**config.mk**
```make
export PLATFORM = sky130hd
export DESIGN_NAME = spi_regbank
export DESIGN_NICKNAME = d
export VERILOG_FILES = /design/src/rtl/spi_regbank_pkg.sv /design/src/rtl/spi_regbank_busy_timer.sv /design/src/rtl/spi_regbank.sv
export SDC_FILE = /design/constraint.sdc
export NUM_CORES = 1
export LEC_CHECK = 0
export ABC_CLOCK_PERIOD_IN_PS = 1100
export CAP_MARGIN = 20
export CORE_MARGIN = 1
export CORE_UTILIZATION = 29
export DETAILED_ROUTE_END_ITERATION = 10
export GPL_TIMING_DRIVEN = 1
export SETUP_SLACK_MARGIN = 0.2
export SLEW_MARGIN = 10
export SYNTH_ARGS = -nofsm -noshare
export SYNTH_HDL_FRONTEND = slang
export SYNTH_SLANG_ARGS = --single-unit
```
**constraint.sdc**
```tcl
create_clock -name clk -period 1.1 [get_ports clk]
set_input_delay 0.165 -clock clk [delete_from_list [all_inputs] [get_ports clk]]
set_output_delay 0.165 -clock clk [all_outputs]
set_load 0.03 [all_outputs]
```
**src/rtl/spi_regbank_pkg.sv**
```systemverilog
// spi_regbank_pkg: register map, fast-command codes and busy-timer states
package spi_regbank_pkg;
   localparam logic [2:0] ADDR_ID       = 3'd0;
   localparam logic [2:0] ADDR_CTRL     = 3'd1;
   localparam logic [2:0] ADDR_CFG0     = 3'd2;
   localparam logic [2:0] ADDR_CFG1     = 3'd3;
   localparam logic [2:0] ADDR_IRQ_PEND = 3'd4;
   localparam logic [2:0] ADDR_IRQ_MASK = 3'd5;
   localparam logic [2:0] ADDR_HW_STAT  = 3'd6;
   localparam logic [2:0] ADDR_SCRATCH  = 3'd7;
   localparam logic [5:0] FC_START      = 6'h01;
   localparam logic [5:0] FC_SOFT_RST   = 6'h02;
   localparam logic [5:0] FC_CLR_IRQ    = 6'h03;
   localparam logic [5:0] FC_CLR_ERR    = 6'h04;
   typedef enum logic {ST_IDLE, ST_BUSY} timer_state_e;
endpackage

```
**src/rtl/spi_regbank_busy_timer.sv**
```systemverilog
// spi_regbank_busy_timer: START-launched busy window; done is high on the
// cycle whose edge closes the window so the caller can latch it on that edge.
module spi_regbank_busy_timer
   import spi_regbank_pkg::*;
#(
   parameter int BUSY_CYCLES = 16
) (
   input  logic clk,
   input  logic nrst,
   input  logic start,
   input  logic clr,
   output logic busy,
   output logic done
);
   localparam int CW = $clog2(BUSY_CYCLES + 1);
   timer_state_e state, state_n;
   logic [CW-1:0] cnt, cnt_n;
   always_ff @(posedge clk) begin
      if (!nrst) begin
         state <= ST_IDLE;
         cnt   <= '0;
      end else begin
         state <= state_n;
         cnt   <= cnt_n;
      end
   end
   always_comb begin
      state_n = state;
      cnt_n   = cnt;
      done    = 1'b0;
      if (clr) begin
         state_n = ST_IDLE;
         cnt_n   = '0;
      end else if (state == ST_IDLE) begin
         if (start) begin
            state_n = ST_BUSY;
            cnt_n   = CW'(BUSY_CYCLES);
         end
      end else begin
         cnt_n = cnt - CW'(1);
         if (cnt == CW'(1)) begin
            state_n = ST_IDLE;
            done    = 1'b1;
         end
      end
   end
   assign busy = (state == ST_BUSY);
endmodule

```
**src/rtl/spi_regbank.sv**
```systemverilog
// spi_regbank: register bank and fast-command sink behind the SPI slave front end
module spi_regbank
   import spi_regbank_pkg::*;
#(
   parameter int         ADDR_W      = 3,
   parameter int         REG_W       = 8,
   parameter logic [7:0] ID_VALUE    = 8'hA5,
   parameter int         BUSY_CYCLES = 16
) (
   input  logic              clk,
   input  logic              nrst,
   input  logic [ADDR_W-1:0] reg_addr,
   input  logic [REG_W-1:0]  reg_wdata,
   input  logic              reg_wdata_vld,
   output logic [REG_W-1:0]  reg_rdata,
   input  logic [5:0]        fastcmd,
   input  logic              fastcmd_vld,
   output logic [7:0]        status,
   input  logic [2:0]        irq_src,
   input  logic [REG_W-1:0]  hw_status,
   output logic [REG_W-1:0]  ctrl_o,
   output logic [REG_W-1:0]  cfg0_o,
   output logic [REG_W-1:0]  cfg1_o,
   output logic              start_pulse,
   output logic              soft_rst,
   output logic              busy,
   output logic              irq
);
   logic [REG_W-1:0] scratch, rdata_n;
   logic [3:0] pend, mask, set, w1c;
   logic [2:0] src_q;
   logic wr_err, cmd_err, done;
   logic fc_start, fc_soft, fc_clr_irq, fc_clr_err, fc_bad, ro_wr;
   assign fc_start   = fastcmd_vld && fastcmd == FC_START;
   assign fc_soft    = fastcmd_vld && fastcmd == FC_SOFT_RST;
   assign fc_clr_irq = fastcmd_vld && fastcmd == FC_CLR_IRQ;
   assign fc_clr_err = fastcmd_vld && fastcmd == FC_CLR_ERR;
   assign fc_bad     = (fastcmd_vld && (fastcmd == 6'h00 || fastcmd > FC_CLR_ERR)) || (fc_start && busy);
   assign ro_wr      = reg_wdata_vld && (reg_addr == ADDR_ID || reg_addr == ADDR_HW_STAT);
   assign w1c        = (reg_wdata_vld && reg_addr == ADDR_IRQ_PEND) ? reg_wdata[3:0] : 4'h0;
   assign set        = {irq_src & ~src_q, done};
   spi_regbank_busy_timer #(.BUSY_CYCLES(BUSY_CYCLES)) u_timer (
      .clk   (clk),
      .nrst  (nrst),
      .start (fc_start),
      .clr   (fc_soft),
      .busy  (busy),
      .done  (done)
   );
   always_comb begin
      rdata_n = '0;
      case (reg_addr)
         ADDR_ID:       rdata_n = ID_VALUE;
         ADDR_CTRL:     rdata_n = ctrl_o;
         ADDR_CFG0:     rdata_n = cfg0_o;
         ADDR_CFG1:     rdata_n = cfg1_o;
         ADDR_IRQ_PEND: rdata_n = {4'h0, pend};
         ADDR_IRQ_MASK: rdata_n = {4'h0, mask};
         ADDR_HW_STAT:  rdata_n = hw_status;
         default:       rdata_n = scratch;
      endcase
   end
   always_ff @(posedge clk) begin
      if (!nrst) begin
         {ctrl_o, cfg0_o, cfg1_o, scratch} <= '0;
         {pend, mask, src_q, wr_err, cmd_err} <= '0;
         {reg_rdata, status, start_pulse, soft_rst, irq} <= '0;
      end else begin
         src_q       <= irq_src;
         reg_rdata   <= rdata_n;
         status      <= {irq, busy, cmd_err, wr_err, pend};
         irq         <= |(pend & mask);
         start_pulse <= fc_start && !busy;
         soft_rst    <= fc_soft;
         if (fc_soft) begin
            {ctrl_o, cfg0_o, cfg1_o, scratch} <= '0;
            {pend, mask, wr_err, cmd_err} <= '0;
         end else begin
            if (reg_wdata_vld && reg_addr == ADDR_CTRL) ctrl_o <= reg_wdata;
            if (reg_wdata_vld && reg_addr == ADDR_CFG0) cfg0_o <= reg_wdata;
            if (reg_wdata_vld && reg_addr == ADDR_CFG1) cfg1_o <= reg_wdata;
            if (reg_wdata_vld && reg_addr == ADDR_SCRATCH) scratch <= reg_wdata;
            if (reg_wdata_vld && reg_addr == ADDR_IRQ_MASK) mask <= reg_wdata[3:0];
            // new events win over both W1C and CLR_IRQ
            pend    <= (pend & ~w1c & {4{!fc_clr_irq}}) | set;
            wr_err  <= ro_wr || (wr_err && !fc_clr_err);
            cmd_err <= fc_bad || (cmd_err && !fc_clr_err);
         end
      end
   end
endmodule

```
==> out/metrics.json <==
{
  "vias": {"value": 3424},
  "setup_repair_after_global_routing_missed_its_margin": {"value": "true"},
  "cpPeakStageDelay": {"value": 370, "unit": "ps"},
  "report.final.hold_viol_count": {"value": 0},
  "stdcell_area": {"value": 6010, "unit": "um^2"},
  "die_y": {"value": 103, "unit": "um"},
  "met2RoutedLength": {"value": 6150, "unit": "um"},
  "cts_hold_buffers": {"value": 0},
  "outcome": {"value": "complete, but fails checks"},
  "postSynth.asyncResetShare": {"value": 0, "unit": "%"},
  "clk_path_buf_depth": {"value": 2},
  "placeableCoreArea": {"value": 9820, "unit": "um^2"},
  "synth_sequential_area_ratio": {"value": 47.6, "unit": "%"},
  "worstPathArrival": {"value": 1440, "unit": "ps"},
  "filler_cell_count_in_the_final_layout": {"value": 753},
  "fin_nets": {"value": 568},
  "dpl.cell_count": {"value": 595},
  "min_period": {"value": 1180, "unit": "ps"},
  "register_to_register_path_depth": {"value": 6},
  "maxCapViolations": {"value": 0},
  "place_hpwl": {"value": 6540, "unit": "um"},
  "cell_rows": {"value": 36},
  "design.die.area": {"value": 10600, "unit": "um^2"},
  "critical_path.reg2reg.startpoint": {"value": "u_timer.cnt[1]$_SDFFE_PP0P_"},
  "hold_class": {"value": "primary input to flop"},
  "route.final.wire_length": {"value": 11800, "unit": "um"},
  "synth_enable_flop_cells": {"value": 0},
  "synth.ff_latch_count": {"value": 70},
  "rr_endpoint": {"value": "u_timer.cnt[2]$_SDFFE_PP0P_"},
  "placed_area": {"value": 4270, "unit": "um^2"},
  "syn_inst_count": {"value": 347},
  "multi_input_comb_area": {"value": 2000, "unit": "um^2"},
  "initial_antenna_violation_count": {"value": 0},
  "worst_clock_skew": {"value": 4.78, "unit": "ps"},
  "reg2reg_setup_slack": {"value": -80, "unit": "ps"},
  "track_usage": {"value": 20.7, "unit": "%"},
  "worst_hold_startpoint": {"value": "fastcmd[1]"},
  "synthesis.yosys.warnings": {"value": 0},
  "max-vdd-ir-drop": {"value": 0.582, "unit": "mV"},
  "relative_max_transition_margin": {"value": 78.9, "unit": "%"},
  "post-route-worst-setup-slack": {"value": -84.4, "unit": "ps"},
  "synth_area_per_cell": {"value": 8.49, "unit": "um^2"},
  "required": {"value": 1360, "unit": "ps"},
  "setup_viol": {"value": 6},
  "postSynth.topFlopCell": {"value": "dfxtp_1"},
  "grt_start_max_net_pins": {"value": 15},
  "fin_crit_sh": {"value": 108, "unit": "%"},
  "place_congestion": {"value": 0.885},
  "detailedRoute.firstPassIterationCount": {"value": 5},
  "drc_errors": {"value": 0},
  "grt_overflow_total": {"value": 0},
  "total_power": {"value": 0.00637, "unit": "W"},
  "clock_tree_from_tritoncts": {"value": "yes"},
  "clk-insertion-delay-late": {"value": 350, "unit": "ps"},
  "m1WireLength": {"value": 4720, "unit": "um"},
  "number_of_global_route_vias_before_repair": {"value": 3274},
  "cp_common_cell": {"value": "inv_4"},
  "slew_violations": {"value": 0},
  "fmax": {"value": 844, "unit": "MHz"},
  "end_kind": {"value": "flop"},
  "highest_layer": {"value": "met4"},
  "grt_pass1_wl": {"value": 16400, "unit": "um"},
  "root_cell_of_the_clock_tree": {"value": "clkbuf_8"},
  "routed_via_density": {"value": 5.10},
  "sequence_of_cells_on_the_critical_path": {"value": "inv_4 > ha_4 > inv_4 > buf_4 > nand2_2 > a311oi_2"},
  "worstSetupStartpointType": {"value": "flop"},
  "synth_fp_nets": {"value": 381},
  "hold_depth": {"value": 2},
  "failed_checks": {"value": "negative setup slack"},
  "timing_worst_setup_path_type": {"value": "flop to flop"},
  "final_layout_size_suffix_gt1_share": {"value": 65.1, "unit": "%"},
  "route.met3.wl": {"value": 648, "unit": "um"},
  "initialDrtViolationCount": {"value": 159},
  "power.density_cell_area": {"value": 1060, "unit": "nW/um^2"},
  "cts_max_level": {"value": 3},
  "hold_path_end": {"value": "start_pulse$_SDFF_PN0_"},
  "numCtsBuffers": {"value": 9},
  "postRouteAntennaNets": {"value": 0},
  "regArea": {"value": 1490, "unit": "um^2"},
  "critical_path.slowest_cell": {"value": "dfxtp_2"},
  "syn-cell-area": {"value": 2950, "unit": "um^2"},
  "tightestPinTransition": {"value": 308, "unit": "ps"},
  "biggest_fanout_along_the_worst_timing_path": {"value": 3},
  "numPortBuffers": {"value": 75},
  "pre_cts_slack": {"value": -659, "unit": "ps"},
  "finish.cell_count_without_fillers": {"value": 672},
  "initial_utilization": {"value": 30.0, "unit": "%"},
  "power_leakage": {"value": 2.41, "unit": "nW"},
  "die-width": {"value": 103, "unit": "um"},
  "antenna-diode-count": {"value": 0},
  "signed_area_change_from_the_synthesized_netlist_to_the_final_layout": {"value": 104, "unit": "%"},
  "tritoncts_num_sinks": {"value": 70},
  "clkTransAtPathRegs": {"value": 80, "unit": "ps"},
  "timing.critical_path.from": {"value": "u_timer.cnt[1]$_SDFFE_PP0P_"},
  "drt-wirelength-per-cell": {"value": 17.6, "unit": "um"},
  "post-route-util": {"value": 61.2, "unit": "%"},
  "io_pins": {"value": 76},
  "ys_types": {"value": 49}
}
[layout make-up]
class,count,area share (%)
tap,133,2.77
clock buffer,13,3.18
sequential,70,24.8
clock inverter,3,0.749
timing repair buffer,191,34.3
inverter,13,0.937
multi-input combinational,249,33.3
[how the worst max path moves through the flow]
| stage | endpoint | slack, ps |
|---|---|---|
| after global routing | u_timer.cnt[2]$_SDFFE_PP0P_ | -130 |
| final | u_timer.cnt[2]$_SDFFE_PP0P_ | -80 |
| after floorplan | u_timer.cnt[0]$_SDFFE_PP0P_ | 20 |
| after CTS | u_timer.cnt[4]$_SDFFE_PP0P_ | -70 |
| after global placement | ctrl_o[3]$_SDFFE_PP0P_ | -600 |
| after detailed placement | ctrl_o[6]$_SDFFE_PP0P_ | -660 |
[synth_stat cells, drive strengths merged, types with 2 or more instances]
| cell | n | area share [%] |
|---|---|---|
| ha | 2 | 0.85 |
| nand3 | 4 | 0.85 |
| o22ai | 4 | 0.85 |
| buf | 12 | 2.9 |
| nor3 | 6 | 1.7 |
| mux2i | 6 | 2.0 |
| dfxtp | 70 | 48 |
| o21ai | 10 | 1.7 |
| o221ai | 4 | 1.2 |
| nor4 | 2 | 0.42 |
| and2 | 11 | 2.3 |
| a22oi | 2 | 0.51 |
| a211oi | 2 | 0.51 |
| nand2 | 83 | 11 |
| nand4 | 4 | 0.85 |
| o21a | 2 | 0.51 |
| a21oi | 44 | 7.5 |
| a311oi | 3 | 0.89 |
| inv | 13 | 1.7 |
| mux2 | 7 | 2.7 |
| a31oi | 2 | 0.42 |
| clkbuf | 3 | 0.38 |
| a32oi | 6 | 1.8 |
| nand2b | 4 | 0.85 |
| a21o | 3 | 0.76 |
| nor2b | 6 | 1.4 |
| nor2 | 20 | 2.6 |
[what timing repair did]
| action | in CTS | in global routing |
|---|---|---|
| pin swaps | 35 | 35 |
| gates cloned | 5 | 2 |
| setup buffers | 46 | 8 |
| gates resized for setup | 201 | 91 |
| endpoints found under the setup margin | 102 | 104 |
[flip-flops by register name (all words and copies together) (netlist names), 5 cells and up]
| signal | flops |
|---|---|
| cfg0_o | 8 |
| cfg1_o | 8 |
| ctrl_o | 8 |
| reg_rdata | 8 |
| scratch | 8 |
| status | 8 |
| u_timer.cnt | 5 |
[layout by cell type (no fill, tap or decap), drive strengths merged, types with 7 or more instances in the layout]
cell type and count:
mux2 7, and2 11, inv 14, dfxtp 70
buf 166, clkdlybuf4s50 19, nand2 83, nor2 20
a21oi 44, clkbuf 16, o21ai 10
[routing by layer]
| layer | up-vias | track usage [%] |
|---|---|---|
| met5 | - | 0 |
| met4 | 0 | 9.75 |
| met3 | 24 | 3.19 |
| met2 | 127 | 35.8 |
| met1 | 1688 | 25.3 |
| li1 | 1585 | - |
[cell families after synthesis]
family / share of synthesized area [%]
adder cells (fa/ha/maj): 0.849
AO/OA/AOI/OAI: 18.9
flip-flops: 47.6
AND/OR/NAND/NOR: 23.0
buffers and inverters: 4.97
multiplexers: 4.71
[per-stage QoR]
stage	hold slack [ps]	setup TNS, ps
detailed placement	443	-32420
global route	212	-584
finish	213	-263
floorplan	244	0
global placement	440	-30190
CTS	161	-157
[worst max-delay path, delay by kind of cell (launching register included)]
kind                     cells  cell delay [ps]
AND/OR/NAND/NOR              1               50
adder cells (fa/ha/maj)      1              170
AO/OA/AOI/OAI                1              300
buffers and inverters        3              210
flip-flops                   1              370
[power breakdown]
part           internal, W  switching [W]  leakage, nW
sequential         0.00260      0.0000616        0.596
combinational     0.000680       0.000619         1.70
clock              0.00139        0.00102        0.120
Note: power is estimated with default switching activity, not from simulation.
